<file path="config.mk">
export PLATFORM = sky130hd
export DESIGN_NAME = paddsb_reduce_seq
export DESIGN_NICKNAME = d
export VERILOG_FILES = /design/src/rtl/paddsb_reduce_seq_pkg.sv /design/src/rtl/paddsb_sat16.sv /design/src/rtl/paddsb_reduce_seq.sv
export SDC_FILE = /design/constraint.sdc
export NUM_CORES = 1
export LEC_CHECK = 0
export ABC_AREA = 1
export CORE_AREA = 2 2 66 68
export DETAILED_ROUTE_END_ITERATION = 8
export DIE_AREA = 0 0 68 70
export PLACE_DENSITY = 0.88
export SYNTH_ARGS = -nofsm -noshare
export SYNTH_HDL_FRONTEND = slang
export SYNTH_SLANG_ARGS = --single-unit
</file>
<file path="constraint.sdc">
create_clock -name clk -period 2.6 [get_ports clk]
set_input_delay 0.52 -clock clk [delete_from_list [all_inputs] [get_ports clk]]
set_output_delay 0.52 -clock clk [all_outputs]
set_load 0.01 [all_outputs]
</file>
<file path="src/rtl/paddsb_reduce_seq_pkg.sv">
// Shared types and constants for the PADDSB reduction sequencer.
// Holds the FSM state enum and the nibble-lane saturation constants.
package paddsb_reduce_seq_pkg;

  typedef enum logic [1:0] {
    IDLE  = 2'd0,
    ACCUM = 2'd1,
    DONE  = 2'd2
  } state_e;

  localparam int unsigned LANES  = 4;
  localparam int unsigned LANE_W = 4;

  localparam logic [LANE_W-1:0] SAT_POS = 4'h7;
  localparam logic [LANE_W-1:0] SAT_NEG = 4'h8;

endpackage

</file>
<file path="src/rtl/paddsb_sat16.sv">
// Four-lane signed saturating nibble adder (PADDSB), purely combinational.
// Ports: a, b [15:0] operands; sum [15:0] clamped result; sat [3:0] clamp per lane.
module paddsb_sat16
  import paddsb_reduce_seq_pkg::*;
(
  input  logic [15:0] a,
  input  logic [15:0] b,
  output logic [15:0] sum,
  output logic [3:0]  sat
);

  logic [LANE_W-1:0] la, lb, ls;
  logic              ovf, unf;

  always_comb begin
    sum = '0;
    sat = '0;
    la  = '0;
    lb  = '0;
    ls  = '0;
    ovf = 1'b0;
    unf = 1'b0;
    for (int i = 0; i < LANES; i++) begin
      la  = a[i*LANE_W +: LANE_W];
      lb  = b[i*LANE_W +: LANE_W];
      ls  = la + lb;
      // Clamp only when both signs agree and the sum flips sign;
      // lanes never carry into each other.
      ovf = ~la[3] & ~lb[3] &  ls[3];
      unf =  la[3] &  lb[3] & ~ls[3];
      unique case (1'b1)
        ovf:     sum[i*LANE_W +: LANE_W] = SAT_POS;
        unf:     sum[i*LANE_W +: LANE_W] = SAT_NEG;
        default: sum[i*LANE_W +: LANE_W] = ls;
      endcase
      sat[i] = ovf | unf;
    end
  end

endmodule

</file>
<file path="src/rtl/paddsb_reduce_seq.sv">
// Sequencer reducing a stream of packed operands with repeated PADDSB.
// Ports: start/len job request, in_* operand handshake, out_* result
// handshake, result/sat_flags outputs, busy status; async active-high rst.
module paddsb_reduce_seq
  import paddsb_reduce_seq_pkg::*;
#(
  parameter int unsigned LEN_W = 4
) (
  input  logic             clk,
  input  logic             rst,
  input  logic             start,
  input  logic [LEN_W-1:0] len,
  output logic             busy,
  input  logic             in_valid,
  output logic             in_ready,
  input  logic [15:0]      in_data,
  output logic             out_valid,
  input  logic             out_ready,
  output logic [15:0]      result,
  output logic [3:0]       sat_flags
);

  state_e           state_q, state_d;
  logic [15:0]      acc_q, acc_d;
  logic [LEN_W-1:0] cnt_q, cnt_d;
  logic [3:0]       flg_q, flg_d;

  logic [15:0] add_sum;
  logic [3:0]  add_sat;

  paddsb_sat16 u_sat16 (
    .a   (acc_q),
    .b   (in_data),
    .sum (add_sum),
    .sat (add_sat)
  );

  always_ff @(posedge clk or posedge rst) begin
    if (rst) begin
      state_q <= IDLE;
      acc_q   <= '0;
      cnt_q   <= '0;
      flg_q   <= '0;
    end else begin
      state_q <= state_d;
      acc_q   <= acc_d;
      cnt_q   <= cnt_d;
      flg_q   <= flg_d;
    end
  end

  always_comb begin
    state_d = state_q;
    acc_d   = acc_q;
    cnt_d   = cnt_q;
    flg_d   = flg_q;
    unique case (state_q)
      IDLE: begin
        if (start) begin
          acc_d   = '0;
          flg_d   = '0;
          cnt_d   = len;
          state_d = (len != '0) ? ACCUM : DONE;
        end
      end
      ACCUM: begin
        if (in_valid) begin
          acc_d = add_sum;
          flg_d = flg_q | add_sat;
          cnt_d = cnt_q - LEN_W'(1);
          if (cnt_q == LEN_W'(1)) state_d = DONE;
        end
      end
      DONE: begin
        if (out_ready) state_d = IDLE;
      end
      default: state_d = IDLE;
    endcase
  end

  // Handshake outputs come straight from the state register.
  assign busy      = (state_q != IDLE);
  assign in_ready  = (state_q == ACCUM);
  assign out_valid = (state_q == DONE);
  assign result    = acc_q;
  assign sat_flags = flg_q;

endmodule

</file>
==> flow_metrics.tcl <==
set metrics [dict create \
    syn_inst 239 \
    cp.arrival_ns 2.66 \
    hold_start "sat_flags[2]" \
    firstDrtPassIters 4 \
    syn_area_per_cell_sq_um 8.188 \
    drv_slew 0 \
    cp_common_cell "nand2_1" \
    grt_pass1_wl_um 6506 \
    yosys.area.top_type "dfrtp_1" \
    startpoint "in_data[10]" \
    setup_ws_ns 0.1503 \
    htreeDepth 1 \
    p_int_w 0.001391 \
    layout_commonest_cell "nand2_1" \
    critical_path_buf_inv_count 2 \
    fin_crit_sh 0.9422 \
    drive_above_1_share 0.06873 \
    pwr-share-clk 0.104 \
    pre_cts_ws_ns -0.1520 \
    setup_violations 0 \
    worstReg2RegStart "result[10]" \
    die-area_sq_um 4760 \
    multi_input_area_sq_um 1120 \
    synth-seq-area-share 0.3325 \
    relSlewSlack 0.7362 \
    design_area_sq_um 2556 \
    vias 1701 \
    swShare 0.4400 \
    core_sq_um 4144 \
    syn-num-nets 294 \
    skew_ns 0.002134 \
    grt_pass1_vias 1582 \
    period_minus_slack_ns 2.450 \
    antenna_left 0 \
    antenna_found_initial 0 \
    grt_usage 0.1751 \
    n_antenna_cell 0 \
    totalWireLength_um 3943 \
    critPathTopFamily "adder cells" \
    worst_slew_pin_slew_ns 0.3948 \
    critPathRequiredTime_ns 2.81 \
    max_stage_delay_ns 0.51 \
    die_w_um 68 \
    area_growth_pct 30.63 \
    slowest_stage "fa_1" \
    synth_edf_count 0 \
    clk_latency_ns 0.27 \
    cts_buffers 3 \
    synth_ff_type "dfrtp_1" \
    yosysWarnings 0 \
    netlist_top_cells_area "dfrtp_1, ha_1, nand2_1, fa_1, inv_1" \
    ir_drop_uv 563.8 \
    clockBufferDepth 2 \
    cts_resized 0 \
    layout.area.seq_sq_um 650.6 \
    hold_viol 0 \
    clk_pin_slew_ns 0.09 \
    async_reset_ff_frac 1.000 \
    worstHoldPathType "reg2reg" \
    rsz0062_at_grt "false" \
    cts_tree "yes" \
    p_switching_w 0.001093 \
    p_per_area_nw_per_um2 971.5 \
    cts_hold_buf 0 \
    cts_num_sinks 26 \
    root_buffer "clkbuf_8" \
    pwr-share-seq 0.291 \
    vias_per_cell 4.959 \
    syn_area_sq_um 1957 \
    port_buffers 47 \
    wire_per_inst_um 11.50 \
    tns_ns 0 \
    critical_path.cell_chain "clkdlybuf4s50_1 -> ha_1 -> nand2_1 -> nor2_1 -> a211oi_1 -> fa_1 -> o21ai_0 -> inv_1 -> nand2_1 -> nand3_1 -> nand2_1" \
    yosys_register_bits 26 \
    hpwl_um 3116 \
    synth_cell_type_count 25 \
    finalWeightedCongestion 0.8096 \
    grt_overflow 0 \
    crit_type "in2reg" \
    initial_core_util 0.4722 \
    fillers 376 \
    rows 24 \
    power_w 0.002483 \
    final_cell_mix "nand2_1, clkdlybuf4s50_1, inv_1" \
    grt_max_degree 29 \
    synth_top_area_frac 0.3325 \
    cellLeakagePower_nw 1.300 \
    combPwrFrac 0.605 \
    placed_cell_area_sq_um 2491 \
    worstSetupEndpointType "flip-flop" \
    io_pins 48 \
    finalNetCount 347 \
    postCtsSetupBuffers 0 \
    drc 0 \
    fmax_ghz 0.4082 \
    cp_max_fo 4 \
    status "finished clean" \
    die_y_um 70 \
    cap_violations 0 \
    drt_iter0_drc 69 \
    cp-start-kind "input pin" \
]
==> per-layer routing <==
layer / part of all wire / track usage / wire length, um / vias up
met5: 0 / 0 / 0 / -
met2: 0.49 / 0.2945 / 1947 / 56
met1: 0.44 / 0.2289 / 1734 / 782
li1: - / - / - / 857
met4: 0.014 / 0.05778 / 55 / 0
met3: 0.052 / 0.02254 / 204 / 6
==> Yosys cell counts (all sizes together), types with 3 or more instances <==
cell type and number:
nand2 53, inv 42, dfrtp 26, nor2 25, ha 22, o21ai 21, nand3 16, a21oi 8
fa 8, buf 4, a211oi 3, o211ai 3, xor2 3
==> worst min-delay path: stages, from the launching register on <==
cell	delay [ns]
dfrtp_1	0.36
a21oi_1	0.05
nor2_1	0.07
==> layout make-up <==
type / count / share of cell area
flip-flops and latches: 26 / 0.2545
well taps: 52 / 0.02545
multi-input cells: 167 / 0.4381
inverters: 42 / 0.06167
repair buffers: 52 / 0.1987
clock buffers: 4 / 0.02154
==> per-stage QoR <==
stage | hold slack [ns] | cells | utilization
after global routing | 0.5491 | 343 | 0.6168
after global placement | 0.4889 | 339 | 0.6011
final | 0.5138 | 343 | 0.6168
after floorplan | 0.4915 | 239 | -
after CTS | 0.5147 | 343 | 0.6144
after detailed placement | 0.4931 | 339 | 0.6011
==> registers in the layout (all words and copies together) (netlist names) <==
register and count:
sat_flags 4, cnt_q 4, result 16, state_q 2
==> power groups by stage <==
stage	logic, W	clock network [W]	registers, W
after floorplan	0.000947	0	0.000754
after global placement	0.00145	0	0.000722
after detailed placement	0.00150	0	0.000729
after CTS	0.00150	0.000265	0.000724
after global routing	0.00170	0.000278	0.000746
final	0.00150	0.000259	0.000723
==> kinds of logic (layout without fill, tap and decap cells) <==
logic type               count (synthesis)  in the layout  share of synthesized area
AND/OR/NAND/NOR                         96             96                     0.2148
buffers and inverters                   46             98                     0.1004
AO/OA/AOI/OAI                           37             37                     0.1119
adder cells (fa/ha/maj)                 30             30                     0.2225
flip-flops                              26             26                     0.3325
XOR/XNOR                                 4              4                    0.01791
==> worst paths after layout <==
| check | endpoint | cells after the start | slack [ns] |
|---|---|---|---|
| worst min register to register | sat_flags[2] | 2 | 0.51 |
| worst min-delay path | sat_flags[2] | 2 | 0.51 |
| worst max-delay path | result[10] | 11 | 0.15 |
| worst max register to register | result[10] | 10 | 0.40 |
| min in group asynchronous | result[15] | 3 | 0.60 |
| max in group asynchronous | result[11] | 3 | 1.76 |
No activity file was read; power rests on OpenSTA's default activity.
==> RTL change (same settings) <==
The package constant `LANES` goes from 4 to 3.
--- a/src/rtl/paddsb_reduce_seq_pkg.sv
+++ b/src/rtl/paddsb_reduce_seq_pkg.sv
@@ -9,5 +9,5 @@
   } state_e;
 
-  localparam int unsigned LANES  = 4;
+  localparam int unsigned LANES  = 3;
   localparam int unsigned LANE_W = 4;
 
Function: changed (Yosys sat finds a counterexample within 4 cycles, from zero or initial values and one cycle with rst high).
==> RTL change against the original RTL <==
- global-route usage fell by 1.8 points
- worst setup slack improved by 0.055 ns
- via count fell by 19%
- routed wire length fell by 15%
- sequential cell count fell by 5
- synthesized cell count fell by 15%
- maximum frequency rose by 2.3%
- core utilization fell by 9.9 points
- area after synthesis fell by 16%
- total power fell by 18%
- cell area fell by 16%
- die area did not move
- critical path depth did not move
- combinational power fell by 18%
- critical endpoint is now result[5]
==> RTL change: results (changes against the original RTL) <==
[route]
vias=1375  ; -19%
wl_per_cell_um=11.15  ; -3.0%
dr.pass1.iters=4  ; unchanged
drt_iter0_drc=56  ; -19%
drt-total-wl_um=3344  ; -15%
wl_met1_um=1474  ; -15%
wl_met2_um=1654  ; -15%
met3WireLength_um=166  ; -19%

[power_and_ir_drop]
internal_power_uw=1126  ; -19%
p_comb_share_pct=60.8  ; +0.3 points
leakage_uw=0.001101  ; -15%
p_clk_share_pct=11.0  ; +0.6 points
powerComb_uw=1230  ; -18%
vdd_drop_max_mv=0.4719  ; -16%

[setup_path]
reg2reg_slack_ns=0.48  ; +0.08 ns
arrival_ns=2.59  ; -0.07 ns
cpMaxStageDelayCell=fa_1
cp_max_fo=4  ; unchanged
reg2reg_from=result[6]
r2r-end=result[5]

[finish]
final_area_mm2=0.002146  ; -16%
fillerInstances=418  ; +11%
largest_reg_flops=12  ; -4
drive_gt1_share_pct=10.48  ; +3.6 points
nets=297  ; -14%

[timing]
fin_skew_ns=0.009876  ; +0.007742 ns
fin_hold_ws_ns=0.5097  ; -0.004068 ns

[global_route]
grtUsageMet1_pct=18.99  ; -3.9 points
grt_start_max_net_pins=24  ; -17%
grt_pass1_vias=1331  ; -16%
track_usage_pct=15.69  ; -1.8 points
grtUsageMet3_pct=2.415  ; +0.16 points
grt_pass1_wl_um=5685  ; -13%
grt_use_met2_pct=27.18  ; -2.3 points

[run_status]
outcome=complete, no violations

[worst_hold_path]
hp-start=sat_flags[2]
hold_class=reg2reg

[placement]
dp_slack_ns=-0.1606  ; -0.008609 ns
io_buffers=38  ; -19%
place_hpwl_um=2658  ; -15%
dpl-instance-area_mm2=0.002090  ; -16%
place_congestion=0.7398  ; -8.6%

[synthesis]
synthFlopType=dfrtp_1
synthTopCellsByArea=dfrtp_1 (32%), ha_1 (13%), nand2_1 (9.8%), inv_1 (7.6%), fa_1 (7.3%)
ys_top_cells_by_count=nand2_1 (43), inv_1 (33), dfrtp_1 (21)
yosys.area_share.xor_xnor_pct=1.602  ; -0.19 points
synth_compound_area_share_pct=11.29  ; +0.10 points
synthAdderAreaFrac_pct=20.29  ; -2.0 points
ys_types=28  ; +12%
syn_avg_cell_area_um2=8.120  ; -0.82%
seq_area_frac_synth_pct=32.04  ; -1.2 points

[clock_network]
cts_made_buffers=3  ; unchanged

RTL change: repair_timing:
item,CTS,global route
setup endpoints to repair,0,2
hold buffers,0,0
gates resized for setup,0,2
RTL change: area by class of cell:
cell class              instances  share of cell area, %
well taps                      52                  3.032
clock inverters                 1                 0.2332
flip-flops and latches         21                  24.49
inverters                      35                  6.122
repair buffers                 45                  20.17
clock buffers                   3                  1.924
multi-input cells             143                  44.02
RTL change: worst max-delay path by stage:
| stage | startpoint | to | slack, ns | depth (start not counted) |
|---|---|---|---|---|
| floorplan | in_data[2] | result[1] | 0.47 | 10 |
| global placement | in_data[6] | result[5] | -0.11 | 11 |
| detailed placement | in_data[5] | result[5] | -0.16 | 11 |
| CTS | in_data[5] | result[5] | 0.12 | 11 |
| global route | in_data[2] | result[1] | 0.07 | 11 |
| finish | in_data[6] | result[5] | 0.21 | 11 |
RTL change: worst min-delay path, stage by stage, from the launching register on:
cell,delay [ns]
dfrtp_1,0.37
a21oi_2,0.04
nor2_2,0.06
